**src/rtl/fifo_sync_param.sv**
```systemverilog
// -----------------------------------------------------------------------------
// fifo_sync_param
//
// Single-clock parametrised FIFO: storage array, binary read/write pointers,
// registered occupancy counter and status flags in one block. The read side
// works in one of two modes:
//   FWFT = 0 : registered read, rdata/rvalid appear one clock after an
//              accepted rinc and rdata holds its value otherwise.
//   FWFT = 1 : first-word-fall-through, the head word is always presented on
//              rdata and rvalid simply mirrors "not empty".
//
// Ports
//   clk           : clock, all logic on posedge
//   rst_n         : synchronous reset, active low
//   winc, wdata   : write request and data
//   rinc          : read request (FWFT: pop the head word)
//   clr_err       : clears the sticky overflow/underflow flags
//   rdata, rvalid : read data and its qualifier
//   wfull, rempty : count == DEPTH / count == 0
//   walmost_full  : count >= AFULL_THRESH
//   ralmost_empty : count <= AEMPTY_THRESH
//   count         : occupancy 0..DEPTH
//   overflow      : sticky, write attempted while full
//   underflow     : sticky, read attempted while empty
// -----------------------------------------------------------------------------
module fifo_sync_param #(
    parameter int DATASIZE      = 8,
    parameter int ADDRSIZE      = 4,
    parameter int FWFT          = 0,
    parameter int AFULL_THRESH  = 14,
    parameter int AEMPTY_THRESH = 2
) (
    input  logic                clk,
    input  logic                rst_n,
    input  logic                winc,
    input  logic [DATASIZE-1:0] wdata,
    input  logic                rinc,
    input  logic                clr_err,
    output logic [DATASIZE-1:0] rdata,
    output logic                rvalid,
    output logic                wfull,
    output logic                rempty,
    output logic                walmost_full,
    output logic                ralmost_empty,
    output logic [ADDRSIZE:0]   count,
    output logic                overflow,
    output logic                underflow
);

    localparam int DEPTH = 1 << ADDRSIZE;
    localparam int CW    = ADDRSIZE + 1;

    localparam logic [CW-1:0] DEPTH_C  = CW'(DEPTH);
    localparam logic [CW-1:0] AFULL_C  = CW'(AFULL_THRESH);
    localparam logic [CW-1:0] AEMPTY_C = CW'(AEMPTY_THRESH);

    logic [DATASIZE-1:0] mem [DEPTH];

    logic [CW-1:0] wptr_q, wptr_d;
    logic [CW-1:0] rptr_q, rptr_d;
    logic [CW-1:0] count_q, count_d;
    logic          overflow_q, overflow_d;
    logic          underflow_q, underflow_d;

    logic          wa;
    logic          ra;

    // Flags are pure decodes of the registered count, so they can never see
    // winc/rinc combinationally and always lag the causing edge by one cycle.
    assign wfull         = (count_q == DEPTH_C);
    assign rempty        = (count_q == '0);
    assign walmost_full  = (count_q >= AFULL_C);
    assign ralmost_empty = (count_q <= AEMPTY_C);
    assign count         = count_q;
    assign overflow      = overflow_q;
    assign underflow     = underflow_q;

    // A full FIFO rejects the write even when a read is accepted in the same
    // cycle; an empty FIFO likewise rejects the read of a simultaneous write.
    assign wa = winc & ~wfull;
    assign ra = rinc & ~rempty;

    always_comb begin
        wptr_d      = wptr_q;
        rptr_d      = rptr_q;
        count_d     = count_q + CW'(wa) - CW'(ra);
        overflow_d  = overflow_q;
        underflow_d = underflow_q;

        if (wa) begin
            wptr_d = wptr_q + 1'b1;
        end
        if (ra) begin
            rptr_d = rptr_q + 1'b1;
        end

        // Clear first, then set, so a coincident error event wins over clr_err.
        if (clr_err) begin
            overflow_d  = 1'b0;
            underflow_d = 1'b0;
        end
        if (winc && wfull) begin
            overflow_d = 1'b1;
        end
        if (rinc && rempty) begin
            underflow_d = 1'b1;
        end
    end

    always_ff @(posedge clk) begin
        if (!rst_n) begin
            wptr_q      <= '0;
            rptr_q      <= '0;
            count_q     <= '0;
            overflow_q  <= 1'b0;
            underflow_q <= 1'b0;
        end else begin
            wptr_q      <= wptr_d;
            rptr_q      <= rptr_d;
            count_q     <= count_d;
            overflow_q  <= overflow_d;
            underflow_q <= underflow_d;
        end
    end

    // Storage has no reset; stale contents are unreachable once the pointers
    // and count are cleared.
    always_ff @(posedge clk) begin
        if (rst_n && wa) begin
            mem[wptr_q[ADDRSIZE-1:0]] <= wdata;
        end
    end

    generate
        if (FWFT == 0) begin : gen_reg_read
            logic [DATASIZE-1:0] rdata_q;
            logic                rvalid_q;
            logic                rvalid_d;

            assign rvalid_d = ra;

            always_ff @(posedge clk) begin
                if (!rst_n) begin
                    rdata_q  <= '0;
                    rvalid_q <= 1'b0;
                end else begin
                    rvalid_q <= rvalid_d;
                    if (ra) begin
                        rdata_q <= mem[rptr_q[ADDRSIZE-1:0]];
                    end
                end
            end

            assign rdata  = rdata_q;
            assign rvalid = rvalid_q;
        end else begin : gen_fwft_read
            // Head word is always on the bus; a write into an empty FIFO shows
            // up the cycle after its write edge because count gates rvalid.
            assign rdata  = mem[rptr_q[ADDRSIZE-1:0]];
            assign rvalid = ~rempty;
        end
    endgenerate

endmodule

```
**config.mk**
```make
export PLATFORM = sky130hd
export DESIGN_NAME = fifo_sync_param
export DESIGN_NICKNAME = d
export VERILOG_FILES = /design/src/rtl/fifo_sync_param.sv
export SDC_FILE = /design/constraint.sdc
export NUM_CORES = 1
export LEC_CHECK = 0
export ABC_AREA = 1
export CAP_MARGIN = 15
export CORE_MARGIN = 10
export CORE_UTILIZATION = 45
export DETAILED_ROUTE_END_ITERATION = 10
export GPL_TIMING_DRIVEN = 0
export PLACE_DENSITY = 0.68
export SYNTH_ARGS = -nofsm -noshare
export SYNTH_HDL_FRONTEND = slang
export SYNTH_SLANG_ARGS = --single-unit
```
**constraint.sdc**
```tcl
create_clock -name clk -period 4.55 [get_ports clk]
set_clock_uncertainty 0.15 [all_clocks]
set_input_delay 1.365 -clock clk [delete_from_list [all_inputs] [get_ports clk]]
set_output_delay 1.365 -clock clk [all_outputs]
set_load 0.005 [all_outputs]
```
* Yosys cells after proc, flatten, opt, wreduce, memory -nomap -nowiden
Memories as Yosys holds them, arrays and structs flattened. A register that Yosys moved wholly into a read port is not among the register bits.
Index checks and enable logic that the tools add are counted.
** Cells by class
- Add/subtract/negate cells :: 4
- Reduce and logical (&&, ||, !) cells :: 7
- Bitwise logic cells :: 4
- Eq/ne operators :: 1
- $lt $le $gt $ge :: 2
- Multiplexer cells :: 5
** Operators by type and width (number)
- adder 5 x 1 -> 5 bit (second input constant) :: 2
- adder 5 x 1 -> 5 bit :: 1
- equality test 5 bit (second input constant) :: 1
- greater-or-equal comparator 5 x 4 -> 1 bit (second input constant) :: 1
- <= comparator 5 x 2 -> 1 bit (second input constant) :: 1
- zero test 5 bit :: 1
- two-way mux 1 bit :: 5
- subtractor 5 x 1 -> 5 bit :: 1
- nonzero test 2 bit :: 2
- logical AND 1 bit :: 3
- AND 1 bit :: 2
- NOT 1 bit :: 2
- zero test 1 bit :: 1
** Storage, ports and cells
- Logic and storage cells :: 30
- Memories :: 1
- Register bits after elaboration :: 18
- Bits in writable memories :: 128
- Input port bits :: 13
** Memory list
- mem :: depth 16, width 8, read ports 1, clocked after Yosys merged registers in 1, write ports 1, line 57 : logic [DATASIZE-1:0] mem [DEPTH];

* Longest topological paths before layout
Gate-level depths: netlist of run 1.
- Word-level depth :: 6
- Gate-level depth with buffers :: 14
- Gate-level depth less buffers :: 13

* Worst setup path after synthesis of run 1
OpenSTA, ideal clock, no wires.
- Kind :: input-to-reg
- From :: in rinc
- To :: reg count_q[4] (netlist: count[4])
- Setup time :: 0.070 ns
- Required time :: 4.330 ns
- Arrival :: 3.025 ns
- Path slack :: 1.305 ns
- Stages on the path :: 11
- Cell sequence :: nand2_1 -> inv_1 -> buf_4 -> ha_1 -> inv_1 -> ha_1 -> inv_1 -> fa_1 -> o31ai_1 -> o21ai_0 -> a21oi_1
** On the way
- Longest elaborated chain between the ends :: 2
** Ends and longest elaborated chain
- from (decl) :: line 37 : input logic rinc,
- AND 1 bit :: line 81 : assign ra = rinc & ~rempty;
- named net gen_reg_read.rvalid_d :: line 138 : logic rvalid_d;
- subtractor 5 x 1 -> 5 bit :: line 86 : count_d = count_q + CW'(wa) - CW'(ra);
- to (signal assigned) :: line 120 : count_q <= count_d;
- to (decl) :: line 61 : logic [CW-1:0] count_q, count_d;
The timed path passes the listed nets, and every way through them passes these cells.
A chain may end at the register's enable or synchronous reset.

* Worst setup path in the final report of run 1
Ends and elaborated chain as after synthesis.

==> key figures, run 1 <==
Outcome
  • Run status: finished, final reports clean

Synthesis
  • YS warnings: 0
  • Mapped Nets: 705
  • Distinct cells, synth: 23
  • Register area share after synthesis: 0.648
  • Post-Syn Area: 6680 um^2
  • Syn_area_per_cell: 9.89 um^2
  • Synthesis-stage register bit count: 152
  • Synth Instances: 675

Hold path
  • HP Start: underflow$_SDFFE_PN0P_
  • Sink of the worst hold path: underflow$_SDFFE_PN0P_
  • Hold Path Class: reg2reg
  • Hold path depth: 2

CTS
  • CTS HTree Levels: 4
  • CTS resizes: 0
  • CTS tree: done
  • Hold_buf cts: 0
  • Clock latency on the worst-skew pair: 0.42 ns
  • Setup bufs post-CTS: 0
  • CTS Root Cell: clkbuf_16
  • Clk sinks: 152
  • Clk pin slew, worst setup/hold paths: 0.06 ns
  • Max Root-Sink Buffers: 2
  • CTS Buf Count: 17

Cells and area
  • Layout Area Growth over Synthesis: 18.1%
  • Register area: 4320 um^2
  • Multi-input logic area: 1810 um^2
  • Layout cell share with drive strength beyond 1: 0.0785
  • Nets@finish: 756
  • Fillcell total: 1268
  • ANT cells: 0

Route
  • WL/cell: 17.0 um
  • Pre-antenna DRT Iters: 5
  • Routed Antenna Nets: 0
  • DR iter-0 viols: 403
  • Vias: 4773
  • Vias per std cell: 5.17
  • DRC viols: 0
  • Drt total wl: 15700 um

Worst setup path
  • Crit. End Element: register
  • Setup Crit Path Kind: in2reg
  • Crit Reg-Reg Endpoint: count[4]$_SDFF_PN0_
  • Required @ worst endpoint: 4.76 ns
  • CP max FO: 10
  • FF-to-FF path depth: 14
  • Reg2Reg Setup Slack: 1.50 ns
  • Arr. time, crit path: 3.77 ns
  • Reg2reg start: count[2]$_SDFF_PN0_
  • Crit start category: primary input

Placement
  • GPL Wtd Cong: 0.908
  • IO buf count: 32
  • DP Wirelength: 10900 um

Die
  • Initial core utilization: 0.459
  • Core Area: 14500 um^2
  • Site Rows: 44
  • Die ar.: 20100 um^2
  • Die Y: 142 um
  • DIE WIDTH: 142 um
  • Top Ports: 33

Global route
  • Initial antenna violation count: 0
  • Vias in the first global route: 4762
  • GRT Total Usage: 0.161
  • First-pass GRT wire length: 24800 um
  • Grt ovf: 0
  • Largest net degree at the start of global routing: 17

STA
  • Period utilisation layout: 0.783
  • Fin. Hold Viols: 0
  • Slew headroom: 0.442
  • Setup TNS: 0 ns
  • Minimum hold slack: 0.314 ns
  • Tmin final: 3.56 ns
  • RSZ-0062 raised after global routing: false
  • Slew Viols, Final: 0
  • Setup Viol. Count Final: 0
  • Fmax: 281 MHz
  • Worst Max-Slew Pin Slew: 0.833 ns

Power and ir drop
  • Peak VDD IR: 0.416 mV
  • Power per cell area: 544 nW/um^2
  • Static leakage: 3.33 nW

Run
  • MaxCap Viol Count: 0
==> synthesized netlist by cell type <==
cell type	count	area, um^2
nand4_1	2	12.5
dfxtp_1	24	480
nor2_1	35	131
xor2_1	1	8.76
nand3_1	95	475
nand2_1	217	815
nor3_1	1	5.00
clkinv_1	2	7.51
clkbuf_1	1	3.75
buf_6	1	11.3
fa_1	1	20.0
a21oi_1	16	80.1
inv_1	95	357
ha_1	16	200
buf_2	16	80.1
buf_4	9	67.6
edfxtp_1	128	3840
buf_1	1	3.75
inv_2	1	3.75
clkbuf_2	1	5.00
o21ai_0	10	50.1
o21a_1	1	7.51
o31ai_1	1	7.51
==> cell type report <==
class | count | area share
buffer | 29 | 0.0217
clock buffer | 18 | 0.0544
clock inverter | 14 | 0.0290
inverter | 98 | 0.0467
multi-input combinational | 396 | 0.230
sequential | 152 | 0.548
tap | 184 | 0.0292
timing repair buffer | 32 | 0.0406
==> per-layer routing <==
layer	global-route usage	share of wire	vias up
li1	-	-	2297
met1	0.198	0.40	2269
met2	0.263	0.50	176
met3	0.0397	0.072	31
met4	0.0667	0.023	0
met5	0	0	-
==> worst max path at each step <==
| stage | startpoint | end | slack (ns) | depth (start not counted) |
|---|---|---|---|---|
| 5_1_grt | rinc | count[4]$_SDFF_PN0_ | 0.80 | 12 |
| 3_5_place_dp | rinc | count[4]$_SDFF_PN0_ | 0.59 | 12 |
| 6_report | rinc | count[4]$_SDFF_PN0_ | 0.99 | 12 |
| 2_1_floorplan | rinc | count[4]$_SDFF_PN0_ | 1.31 | 11 |
| 3_3_place_gp | rinc | count[4]$_SDFF_PN0_ | 0.66 | 12 |
| 4_1_cts | rinc | count[4]$_SDFF_PN0_ | 1.03 | 12 |
==> critical path: stages <==
cell	delay, ns
clkdlybuf4s50_1	0.48
nand2_1	0.16
inv_1	0.11
buf_4	0.19
ha_1	0.24
inv_1	0.06
ha_1	0.15
inv_1	0.05
fa_1	0.40
o31ai_1	0.31
o21ai_0	0.13
a21oi_1	0.12
==> power by group <==
group	internal (mW)	switching, mW
clock	1.02	0.542
sequential	1.59	0.0563
combinational	0.420	0.664
==> logic make-up (layout without fill, tap and decap cells) <==
| family | count (synthesis) | after routing | share of synthesized area |
|---|---|---|---|
| adders and majority gates | 17 | 17 | 0.0330 |
| AOI/OAI and AO/OA | 28 | 28 | 0.0217 |
| buffers and inverters | 127 | 191 | 0.0808 |
| and+or+nand+nor | 350 | 350 | 0.216 |
| xor gates and xnor gates | 1 | 1 | 0.00131 |
| DFF | 152 | 152 | 0.648 |
==> registers in the layout (all words and copies together), names as in the netlist <==
signal and flops:
count 5, rptr_q 4, overflow 1, underflow 1
mem 128, wptr_q 4, rvalid 1, rdata 8
==> metrics by stage <==
stage           util  power [mW]  cells  area, um^2  setup slack [ns]
6_report       0.543        4.29    923        7890             0.989
5_1_grt        0.543        4.52    923        7890             0.803
4_1_cts        0.543        4.31    923        7890              1.03
3_5_place_dp   0.497        2.75    891        7230             0.594
3_3_place_gp   0.497        2.71    891        7230             0.656
2_1_floorplan      -        2.32    675        6680              1.31
==> layout by cell type, fill, tap and decap left out <==
| master | Yosys | layout |
|---|---|---|
| a21oi_1 | 16 | 16 |
| buf_1 | 1 | 1 |
| buf_2 | 16 | 16 |
| buf_4 | 9 | 9 |
| buf_6 | 1 | 1 |
| bufinv_16 | 0 | 6 |
| clkbuf_1 | 1 | 2 |
| clkbuf_16 | 0 | 17 |
| clkbuf_2 | 1 | 1 |
| clkdlybuf4s50_1 | 0 | 32 |
| clkinv_1 | 2 | 3 |
| clkinv_2 | 0 | 3 |
| clkinvlp_4 | 0 | 4 |
| dfxtp_1 | 24 | 24 |
| edfxtp_1 | 128 | 128 |
| fa_1 | 1 | 1 |
| ha_1 | 16 | 16 |
| inv_1 | 95 | 95 |
| inv_2 | 1 | 1 |
| nand2_1 | 217 | 217 |
| nand3_1 | 95 | 95 |
| nand4_1 | 2 | 2 |
| nor2_1 | 35 | 35 |
| nor3_1 | 1 | 1 |
| o21a_1 | 1 | 1 |
| o21ai_0 | 10 | 10 |
| o31ai_1 | 1 | 1 |
| xor2_1 | 1 | 1 |
(Power assumes the default switching activity.)
==> run 2: changes to the inputs <==
PLACE_DENSITY = 0.7   (was 0.68)
clock period = 3.2 ns   (was 4.55 ns; I/O delays follow)
==> key figures, run 2 (same netlist as run 1, synthesis figures left out) <==
Outcome
  • Run status: finished, final reports clean (unchanged)

Die
  • Site Rows: 44 (unchanged)
  • Core Area: 14500 um^2 (unchanged)
  • Die ar.: 20100 um^2 (unchanged)
  • Initial core utilization: 0.459 (unchanged)
  • Die Y: 142 um (unchanged)
  • Top Ports: 33 (unchanged)
  • DIE WIDTH: 142 um (unchanged)

Worst setup path
  • Critical Path Start: count[2]$_SDFF_PN0_ (was rinc)
  • Crit. End Element: output pin (was register)
  • Crit start category: register (was primary input)
  • Setup Crit Path Kind: reg2out (was in2reg)
  • Reg2Reg Setup Slack: 0.29 ns (was 1.50 ns)
  • Arr. time, crit path: 1.92 ns (was 3.77 ns)
  • Required @ worst endpoint: 2.09 ns (was 4.76 ns)
  • CP max FO: 5 (was 10)
  • Crit Reg-Reg Endpoint: count[4]$_SDFF_PN0_ (unchanged)
  • Reg2reg start: count[2]$_SDFF_PN0_ (unchanged)
  • FF-to-FF path depth: 14 (unchanged)

STA
  • Fmax: 330 MHz
  • Slew headroom: 0.467 (was 0.442)
  • Setup Viol. Count Final: 0 (unchanged)
  • Slew Viols, Final: 0 (unchanged)
  • Tmin final: 3.03 ns
  • Fin. Hold Viols: 0 (unchanged)
  • Worst Max-Slew Pin Slew: 0.798 ns (was 0.833 ns)
  • Period utilisation layout: 0.947
  • RSZ-0062 raised after global routing: false (unchanged)
  • Setup TNS: 0 ns (unchanged)

Cells and area
  • Max FFs per register: 128 (unchanged)
  • Fillcell total: 1256 (was 1268)
  • Layout Utilization: 0.543 (about the same)
  • Layout Area Growth over Synthesis: 18.2% (was 18.1%)
  • Nets@finish: 756 (unchanged)
  • Final non-filler cell total: 923 (unchanged)
  • Multi-input logic area: 1820 um^2 (was 1810 um^2)
  • Design area: 7890 um^2 (about the same)
  • Commonest non-fill, non-tap cell in the layout: nand2_1 (unchanged)
  • Layout cell share with drive strength beyond 1: 0.0798 (was 0.0785)
  • Most frequent cells in the layout: 216 x nand2_1, 128 x edfxtp_1, 95 x inv_1, 95 x nand3_1, 35 x nor2_1 (was 217 x nand2_1, 128 x edfxtp_1, 95 x inv_1, 95 x nand3_1, 35 x nor2_1)
  • Register area: 4320 um^2 (unchanged)
  • ANT cells: 0 (unchanged)

Global route
  • GRT Total Usage: 0.162 (was 0.161)
  • Vias in the first global route: 4940 (was 4762)
  • Initial antenna violation count: 0 (unchanged)
  • Grt ovf: 0 (unchanged)
  • Largest net degree at the start of global routing: 17 (unchanged)
  • First-pass GRT wire length: 25100 um (was 24800 um)

CTS
  • Clock latency on the worst-skew pair: 0.43 ns (was 0.42 ns)
  • CTS Root Cell: clkbuf_16 (unchanged)
  • CTS Buf Count: 17 (unchanged)
  • Max Root-Sink Buffers: 2 (unchanged)
  • CTS HTree Levels: 4 (unchanged)
  • Clk pin slew, worst setup/hold paths: 0.06 ns (about the same)
  • CTS tree: done (unchanged)
  • Hold_buf cts: 0 (unchanged)
  • Clk sinks: 152 (unchanged)
  • Setup bufs post-CTS: 0 (unchanged)

Hold path
  • HP Start: underflow$_SDFFE_PN0P_ (unchanged)
  • Sink of the worst hold path: underflow$_SDFFE_PN0P_ (unchanged)
  • Hold Path Class: reg2reg (unchanged)
  • Hold path depth: 2 (unchanged)

Power and ir drop
  • Static leakage: 3.33 nW (about the same)
  • NetSw: 1.80 mW (was 1.26 mW)
  • Switching Share: 0.294 (about the same)
  • Part of the power in registers: 0.382 (was 0.383)
  • Clock power share: 0.364 (about the same)
  • Internal: 4.32 mW (was 3.03 mW)
  • Combinational share of power: 0.253 (was 0.252)
  • Power per cell area: 776 nW/um^2 (was 544 nW/um^2)
  • Peak VDD IR: 0.399 mV (was 0.416 mV)

Run
  • MaxCap Viol Count: 0 (unchanged)

Route
  • WL/cell: 17.0 um (about the same)
  • Drt total wl: 15700 um (about the same)
  • Routed Antenna Nets: 0 (unchanged)
  • Pre-antenna DRT Iters: 5 (unchanged)
  • Vias: 4816 (was 4773)
  • DR iter-0 viols: 446 (was 403)
  • Vias per std cell: 5.22 (was 5.17)
  • DRC viols: 0 (unchanged)

Placement
  • Area post-placement: 7230 um^2 (unchanged)
  • Placed Cells incl. Taps: 891 (unchanged)
  • GPL Wtd Cong: 0.933 (was 0.908)
  • IO buf count: 32 (unchanged)
  • DP Wirelength: 10900 um (about the same)
## run 2: area by class of cell
class / count / area share
Sequential cell: 152 / 0.548
Buffer: 29 / 0.0217
Tap cell: 184 / 0.0292
Timing Repair Buffer: 32 / 0.0406
Inverter: 98 / 0.0466
Multi-Input combinational cell: 396 / 0.231
Clock buffer: 19 / 0.0548
Clock inverter: 13 / 0.0287
## run 2: what timing repair did
| item | 4_1_cts | 5_1_grt |
|---|---|---|
| gates resized for setup | 0 | 2 |
| endpoints found under the hold margin | 0 | 0 |
| endpoints found under the setup margin | 0 | 1 |
## run 2: power by group through the flow
stage	registers, mW	logic (mW)	clock network (mW)
finish	2.34	1.55	2.23
global route	2.35	1.73	2.34
CTS	2.34	1.53	2.25
detailed placement	2.38	1.52	0
global placement	2.37	1.47	0
floorplan	2.37	0.932	0
## run 2: per-layer routing
| layer | up-vias | track usage | part of all wire |
|---|---|---|---|
| li1 | 2290 | - | - |
| met1 | 2307 | 0.192 | 0.40 |
| met2 | 188 | 0.269 | 0.50 |
| met3 | 31 | 0.0474 | 0.082 |
| met4 | 0 | 0.0672 | 0.024 |
| met5 | - | 0 | 0 |
## run 2: worst max-delay path, cell delays in order (launching register included)
cell and delay (ns):
dfxtp_1 0.43, inv_1 0.12, ha_1 0.22, inv_1 0.07
nor2_1 0.04, o21a_1 0.16, clkdlybuf4s50_1 0.45
## run 2: through the flow
| step | hold slack, ns | worst slack, ns | power [mW] |
|---|---|---|---|
| floorplan | 0.310 | 0.360 | 3.30 |
| global placement | 0.301 | -0.303 | 3.85 |
| detailed placement | 0.312 | -0.335 | 3.90 |
| CTS | 0.320 | 0.105 | 6.12 |
| global route | 0.340 | 0.0600 | 6.42 |
| finish | 0.320 | 0.170 | 6.12 |
## run 2: worst max path at each step
stage                                to  slack, ns  cells after the start
floorplan           count[4]$_SDFF_PN0_       0.36                     11
global placement    count[4]$_SDFF_PN0_      -0.30                     12
detailed placement  count[4]$_SDFF_PN0_      -0.34                     12
CTS                 count[4]$_SDFF_PN0_       0.10                     12
global route        count[4]$_SDFF_PN0_       0.06                     12
finish                    ralmost_empty       0.17                      6
